File: src/rtl/ssd_scan_if.sv
// ============================================================================
//  Module      : ssd_scan_if
//  Description : Display-side bundle between a host and ssd_scan_ctrl.
//  Revision    : 1.0 - initial release
// ============================================================================
`default_nettype none

interface ssd_scan_if;
  logic        load;
  logic [15:0] value;
  logic [3:0]  dp_in;
  logic [3:0]  dig_en;
  logic [3:0]  nibble;
  logic        dp_out;
  logic [3:0]  an;
  logic        pending;
  logic        frame_tick;

  modport master (
    output load, value, dp_in, dig_en,
    input  nibble, dp_out, an, pending, frame_tick
  );

  modport slave (
    input  load, value, dp_in, dig_en,
    output nibble, dp_out, an, pending, frame_tick
  );
endinterface

`default_nettype wire

File: src/rtl/ssd_scan_ctrl.sv
// ============================================================================
//  Module      : ssd_scan_ctrl
//  Description : 4-digit hex scan controller for a single-digit 7-seg decoder,
//                double-buffered with frame-boundary commit and slot blanking.
//                Optional macro SSD_LEAD_ZERO_BLANK_EN darkens leading zeros.
//  Revision    : 1.0 - initial release
// ============================================================================
`default_nettype none

module ssd_scan_ctrl #(
  parameter int CNT_W     = 16,
  parameter int SCAN_DIV  = 50000,
  parameter int BLANK_CYC = 16
) (
  input  wire logic   clk,
  input  wire logic   rst_n,
  ssd_scan_if.slave   sif
);

  localparam logic [0:0] ST_BLANK = 1'b0;
  localparam logic [0:0] ST_SHOW  = 1'b1;

  logic [1:0]       idx_q, idx_d;
  logic [CNT_W-1:0] cnt_q, cnt_d;
  logic [15:0]      disp_q, disp_d;
  logic [3:0]       disp_dp_q, disp_dp_d;
  logic [15:0]      shadow_q, shadow_d;
  logic [3:0]       shadow_dp_q, shadow_dp_d;
  logic             pending_q, pending_d;
  logic             frame_tick_q, frame_tick_d;

  logic             w_in_blank;
  logic [0:0]       w_phase;
  logic             w_last_slot;
  logic             w_commit;
  logic             w_lz_dark;

  generate
    if (BLANK_CYC == 0) begin : g_no_blank
      assign w_in_blank = 1'b0;
    end else begin : g_blank
      assign w_in_blank = (cnt_q < CNT_W'(BLANK_CYC));
    end
  endgenerate

  assign w_phase     = w_in_blank ? ST_BLANK : ST_SHOW;
  assign w_last_slot = (cnt_q == CNT_W'(SCAN_DIV - 1));
  assign w_commit    = w_last_slot && (idx_q == 2'd3);

`ifdef SSD_LEAD_ZERO_BLANK_EN
  // A digit is dark only if it and every higher digit of the committed value are zero.
  always_comb begin
    w_lz_dark = 1'b0;
    case (idx_q)
      2'd3:    w_lz_dark = (disp_q[15:12] == 4'h0);
      2'd2:    w_lz_dark = (disp_q[15:8]  == 8'h00);
      2'd1:    w_lz_dark = (disp_q[15:4]  == 12'h000);
      default: w_lz_dark = 1'b0;
    endcase
  end
`else
  assign w_lz_dark = 1'b0;
`endif

  always_comb begin
    cnt_d        = w_last_slot ? '0 : cnt_q + 1'b1;
    idx_d        = w_last_slot ? idx_q + 2'd1 : idx_q;
    disp_d       = disp_q;
    disp_dp_d    = disp_dp_q;
    shadow_d     = shadow_q;
    shadow_dp_d  = shadow_dp_q;
    pending_d    = pending_q;
    frame_tick_d = w_commit;

    if (sif.load) begin
      shadow_d    = sif.value;
      shadow_dp_d = sif.dp_in;
      pending_d   = 1'b1;
    end

    // A load on the commit cycle bypasses the shadow so the stale shadow never shows.
    if (w_commit) begin
      if (sif.load) begin
        disp_d    = sif.value;
        disp_dp_d = sif.dp_in;
      end else if (pending_q) begin
        disp_d    = shadow_q;
        disp_dp_d = shadow_dp_q;
      end
      pending_d = 1'b0;
    end
  end

  always_ff @(posedge clk) begin
    if (!rst_n) begin
      idx_q        <= '0;
      cnt_q        <= '0;
      disp_q       <= '0;
      disp_dp_q    <= '0;
      shadow_q     <= '0;
      shadow_dp_q  <= '0;
      pending_q    <= 1'b0;
      frame_tick_q <= 1'b0;
    end else begin
      idx_q        <= idx_d;
      cnt_q        <= cnt_d;
      disp_q       <= disp_d;
      disp_dp_q    <= disp_dp_d;
      shadow_q     <= shadow_d;
      shadow_dp_q  <= shadow_dp_d;
      pending_q    <= pending_d;
      frame_tick_q <= frame_tick_d;
    end
  end

  assign sif.nibble     = disp_q[{idx_q, 2'b00} +: 4];
  assign sif.dp_out     = (w_phase == ST_SHOW) ? disp_dp_q[idx_q] : 1'b0;
  assign sif.an         = ((w_phase == ST_SHOW) && sif.dig_en[idx_q] && !w_lz_dark)
                          ? (4'b0001 << idx_q) : 4'b0000;
  assign sif.pending    = pending_q;
  assign sif.frame_tick = frame_tick_q;

endmodule

`default_nettype wire

File: src/flat_wrapper.sv
// flat-port wrapper written by rule: the top's interface ports become plain ports
module ssd_scan_ctrl_flat 
#(
  parameter int CNT_W     = 16,
  parameter int SCAN_DIV  = 50000,
  parameter int BLANK_CYC = 16
)
  (clk, rst_n, sif_load, sif_value, sif_dp_in, sif_dig_en, sif_nibble, sif_dp_out, sif_an, sif_pending, sif_frame_tick);
  ssd_scan_if sif_i ();
  input  wire logic clk;
  input  wire logic rst_n;
  input wire logic [$bits(sif_i.load)-1:0] sif_load;
  input wire logic [$bits(sif_i.value)-1:0] sif_value;
  input wire logic [$bits(sif_i.dp_in)-1:0] sif_dp_in;
  input wire logic [$bits(sif_i.dig_en)-1:0] sif_dig_en;
  output wire logic [$bits(sif_i.nibble)-1:0] sif_nibble;
  output wire logic [$bits(sif_i.dp_out)-1:0] sif_dp_out;
  output wire logic [$bits(sif_i.an)-1:0] sif_an;
  output wire logic [$bits(sif_i.pending)-1:0] sif_pending;
  output wire logic [$bits(sif_i.frame_tick)-1:0] sif_frame_tick;
  assign sif_i.load = sif_load;
  assign sif_i.value = sif_value;
  assign sif_i.dp_in = sif_dp_in;
  assign sif_i.dig_en = sif_dig_en;
  assign sif_nibble = sif_i.nibble;
  assign sif_dp_out = sif_i.dp_out;
  assign sif_an = sif_i.an;
  assign sif_pending = sif_i.pending;
  assign sif_frame_tick = sif_i.frame_tick;
  ssd_scan_ctrl #(.CNT_W(CNT_W), .SCAN_DIV(SCAN_DIV), .BLANK_CYC(BLANK_CYC)) u_core (.clk(clk), .rst_n(rst_n), .sif(sif_i));
endmodule
File: config.mk
export PLATFORM = sky130hd
export DESIGN_NAME = ssd_scan_ctrl_flat
export DESIGN_NICKNAME = d
export VERILOG_FILES = /design/src/rtl/ssd_scan_if.sv /design/src/rtl/ssd_scan_ctrl.sv /design/src/flat_wrapper.sv
export SDC_FILE = /design/constraint.sdc
export NUM_CORES = 1
export LEC_CHECK = 0
export CAP_MARGIN = 30
export CORE_MARGIN = 5
export CORE_UTILIZATION = 60
export CTS_BUF_LIST = sky130_fd_sc_hd__clkbuf_2 sky130_fd_sc_hd__clkbuf_4 sky130_fd_sc_hd__clkbuf_8
export DETAILED_ROUTE_END_ITERATION = 10
export PLACE_DENSITY = 0.87
export SLEW_MARGIN = 20
export SYNTH_ARGS = -nofsm -noshare
export SYNTH_HDL_FRONTEND = slang
export SYNTH_SLANG_ARGS = --single-unit
export TNS_END_PERCENT = 30
File: constraint.sdc
create_clock -name clk -period 3 [get_ports clk]
set_input_delay 0.6 -clock clk [delete_from_list [all_inputs] [get_ports clk]]
set_output_delay 0.6 -clock clk [all_outputs]
set_load 0.1 [all_outputs]
==> run_results.csv <==
group,metric,value,unit
logic_synthesis,avgSynthCellArea,10.3,um^2
worst_hold_path,worstHoldStart,"u_core.cnt_q[0]",
final_layout,seq_area,1200,um^2
route,first_iter_violations,137,
worst_setup_path,critPathBufInv,1,
logic_synthesis,synth_top_cell_area_share,0.463,
worst_setup_path,critPathLaunch,"u_core.cnt_q[13]",
global_route,grt_usage,0.201,
timing,holdWs,0.471,ns
clock_tree,post_cts_resized,0,
clock_tree,clock_sinks,60,
logic_synthesis,yosysTopAreaCell,"dfxtp_1",
clock_tree,cts_buffer_depth,2,
global_route,grt_pass1_vias,1837,
floorplan,core_region_area,4260,um^2
worst_setup_path,crit_required,2.40,ns
worst_setup_path,arrival,2.08,ns
timing,skew,0.00789,ns
route,drt_wl_total,5050,um
route,drt-pass1-iter-count,4,
floorplan,die-area,5740,um^2
route,avgViaCountPerCell,5.28,
worst_setup_path,path_class,"flop to output port",
global_route,grt.overflow.total,0,
floorplan,fp-row-count,24,
clock_tree,cts_buffers,9,
worst_setup_path,cpMaxStageDelayCell,"or4_1",
timing,worst_pin_slew,0.769,ns
logic_synthesis,synth_nets,284,
timing,fmax,0.373,GHz
logic_synthesis,yosysSeqAreaShare,0.463,
final_layout,final_common_cell,"dfxtp_1",
timing,setup_tns,0,ns
final_layout,nFillCells,292,
timing,final_max_slew_viol_count,0,
pwr,power.density,514,nW/um^2
route,wl_per_cell,14.5,um
logic_synthesis,synth_ff_type,"dfxtp_1",
clock_tree,clkTransAtPathRegs,0.06,ns
logic_synthesis,netlist_area,2590,um^2
placement,dp_hpwl,3430,um
timing,setup_viol_count_final,0,
floorplan,die_x,75.7,um
logic_synthesis,syn_inst,252,
logic_synthesis,ys_warn_count,0,
flow_run,drv_cap,0,
worst_setup_path,endpoint_kind,"output port",
worst_setup_path,worstSetupStartpointType,"flop",
clock_tree,cts_tree,"done",
worst_setup_path,crit_chain,"or4_1 -> nor4_1 -> nor2b_1 -> and2_1 -> buf_12",
route,via_count,1836,
clock_tree,cts_hold_buf,0,
worst_setup_path,reg2reg_from,"u_core.cnt_q[0]",
pwr,ir_drop,0.000446,V
worst_setup_path,path_delay_family,"simple AND/OR/NAND/NOR gates",
floorplan,ioPinCount,38,
global_route,grt_antenna_before_repair,0,
logic_synthesis,synth_cell_types,28,
logic_synthesis,synth_edf_count,0,
final_layout,drive_gt1_frac,0.199,
route,postRouteAntennaNets,0,
timing,hold_violations,0,
pwr,p_leak,0.00131,uW
logic_synthesis,ys_seq_elements,60,
route,drc_errors,0,
run_status,status,"finished, final reports clean",
placement,port_buffers,37,
worst_hold_path,min_path_type,"flop to flop",
global_route,grt_max_degree,24,
clock_tree,clk_latency,0.34,ns
placement,place.gp.congestion,0.854,
clock_tree,postCtsSetupBuffers,0,
final_layout,multi_input_area,1280,um^2
clock_tree,root_buffer,"clkbuf_8",
final_layout,nNetsFinal,323,
worst_setup_path,slowest_delay,0.53,ns
worst_setup_path,crit_path_max_fanout,4,
final_layout,diodes,0,
timing,rsz0062_at_grt,"no",
timing,min_period_over_period,0.895,
floorplan,start_util,0.608,
global_route,grt_pass1_wl,8430,um
timing,relSlewSlack,0.487,
timing,fin_crit,2.68,ns
logic_synthesis,netlist_top_cells_area,"dfxtp_1 46%, mux2_2 8.7%, mux2i_1 7.7%, and2_1 5.8%, nor2_1 5.8%",
logic_synthesis,synthArstFlopShare,0,
clock_tree,htreeDepth,3,
floorplan,die_h,75.7,um
final_layout,mostFrequentLayoutCells,"60 x dfxtp_1, 40 x nor2_1, 26 x clkdlybuf4s50_1",
final_layout,area_growth,23.8,%
## Yosys cell counts, drive strengths merged, types with 2 or more instances
cell type	number
a21oi	3
and2	24
buf	6
clkbuf	8
dfxtp	60
ha	5
inv	8
mux2	20
mux2i	20
mux4	6
nand2	4
nand3	6
nand4	3
nor2	40
nor2b	2
nor3	5
nor4	5
o21ai	5
or3	4
or4	2
xnor2	13
## final cells by class
cell class              instances  share of cell area
clock buffers                  11              0.0472
clock inverters                 5              0.0156
well taps                      52              0.0203
repair buffers                 42               0.134
multi-input cells             170               0.399
inverters                       8             0.00935
flip-flops and latches         60               0.374
## through the flow
stage               setup WS (ns)  area, um^2   util  instances  total power [uW]
detailed placement          0.370        3010  0.706        332               943
CTS                         0.287        3210  0.753        348              1670
global route                0.104        3210  0.753        348              1710
finish                      0.316        3210  0.753        348              1650
global placement            0.398        3010  0.706        332               940
floorplan                  0.0496        2590      -        252               894
## flip-flops by register name (all words and copies together), names as in the netlist
register,flops
u_core.idx_q,2
u_core.disp_q,16
u_core.sif.frame_tick,1
u_core.sif.pending,1
u_core.disp_dp_q,4
u_core.shadow_dp_q,4
u_core.cnt_q,16
u_core.shadow_q,16
## report_power, final
part / internal [uW] / switching [uW] / total [uW]
combinational: 53.7 / 48.1 / 102
clock: 422 / 301 / 723
sequential: 817 / 7.44 / 824
## worst paths after layout
check,endpoint,slack [ns],cells after the start
setup / recovery,sif_an[3],0.32,5
hold / removal,u_core.cnt_q[0],0.47,1
setup reg to reg,u_core.disp_q[6],0.63,6
hold reg to reg,u_core.cnt_q[0],0.47,1
## metal layers
layer | track usage | routed length [um] | up-vias
met5 | 0 | 0 | -
met4 | 0.105 | 131 | 0
met3 | 0.0620 | 281 | 9
met2 | 0.318 | 2380 | 50
met1 | 0.247 | 2250 | 845
li1 | - | - | 932
## cell families (layout without fill, tap and decap cells)
| group | Yosys count | after routing | share of synthesized area |
|---|---|---|---|
| AOI/OAI and AO/OA | 8 | 8 | 0.0154 |
| xor gates and xnor gates | 14 | 14 | 0.0473 |
| adders and majority gates | 5 | 5 | 0.0241 |
| buffers and inverters | 22 | 66 | 0.0420 |
| DFF | 60 | 60 | 0.463 |
| muxes | 46 | 46 | 0.216 |
| and+or+nand+nor | 97 | 97 | 0.192 |
No activity file was read; power rests on OpenSTA's default activity.
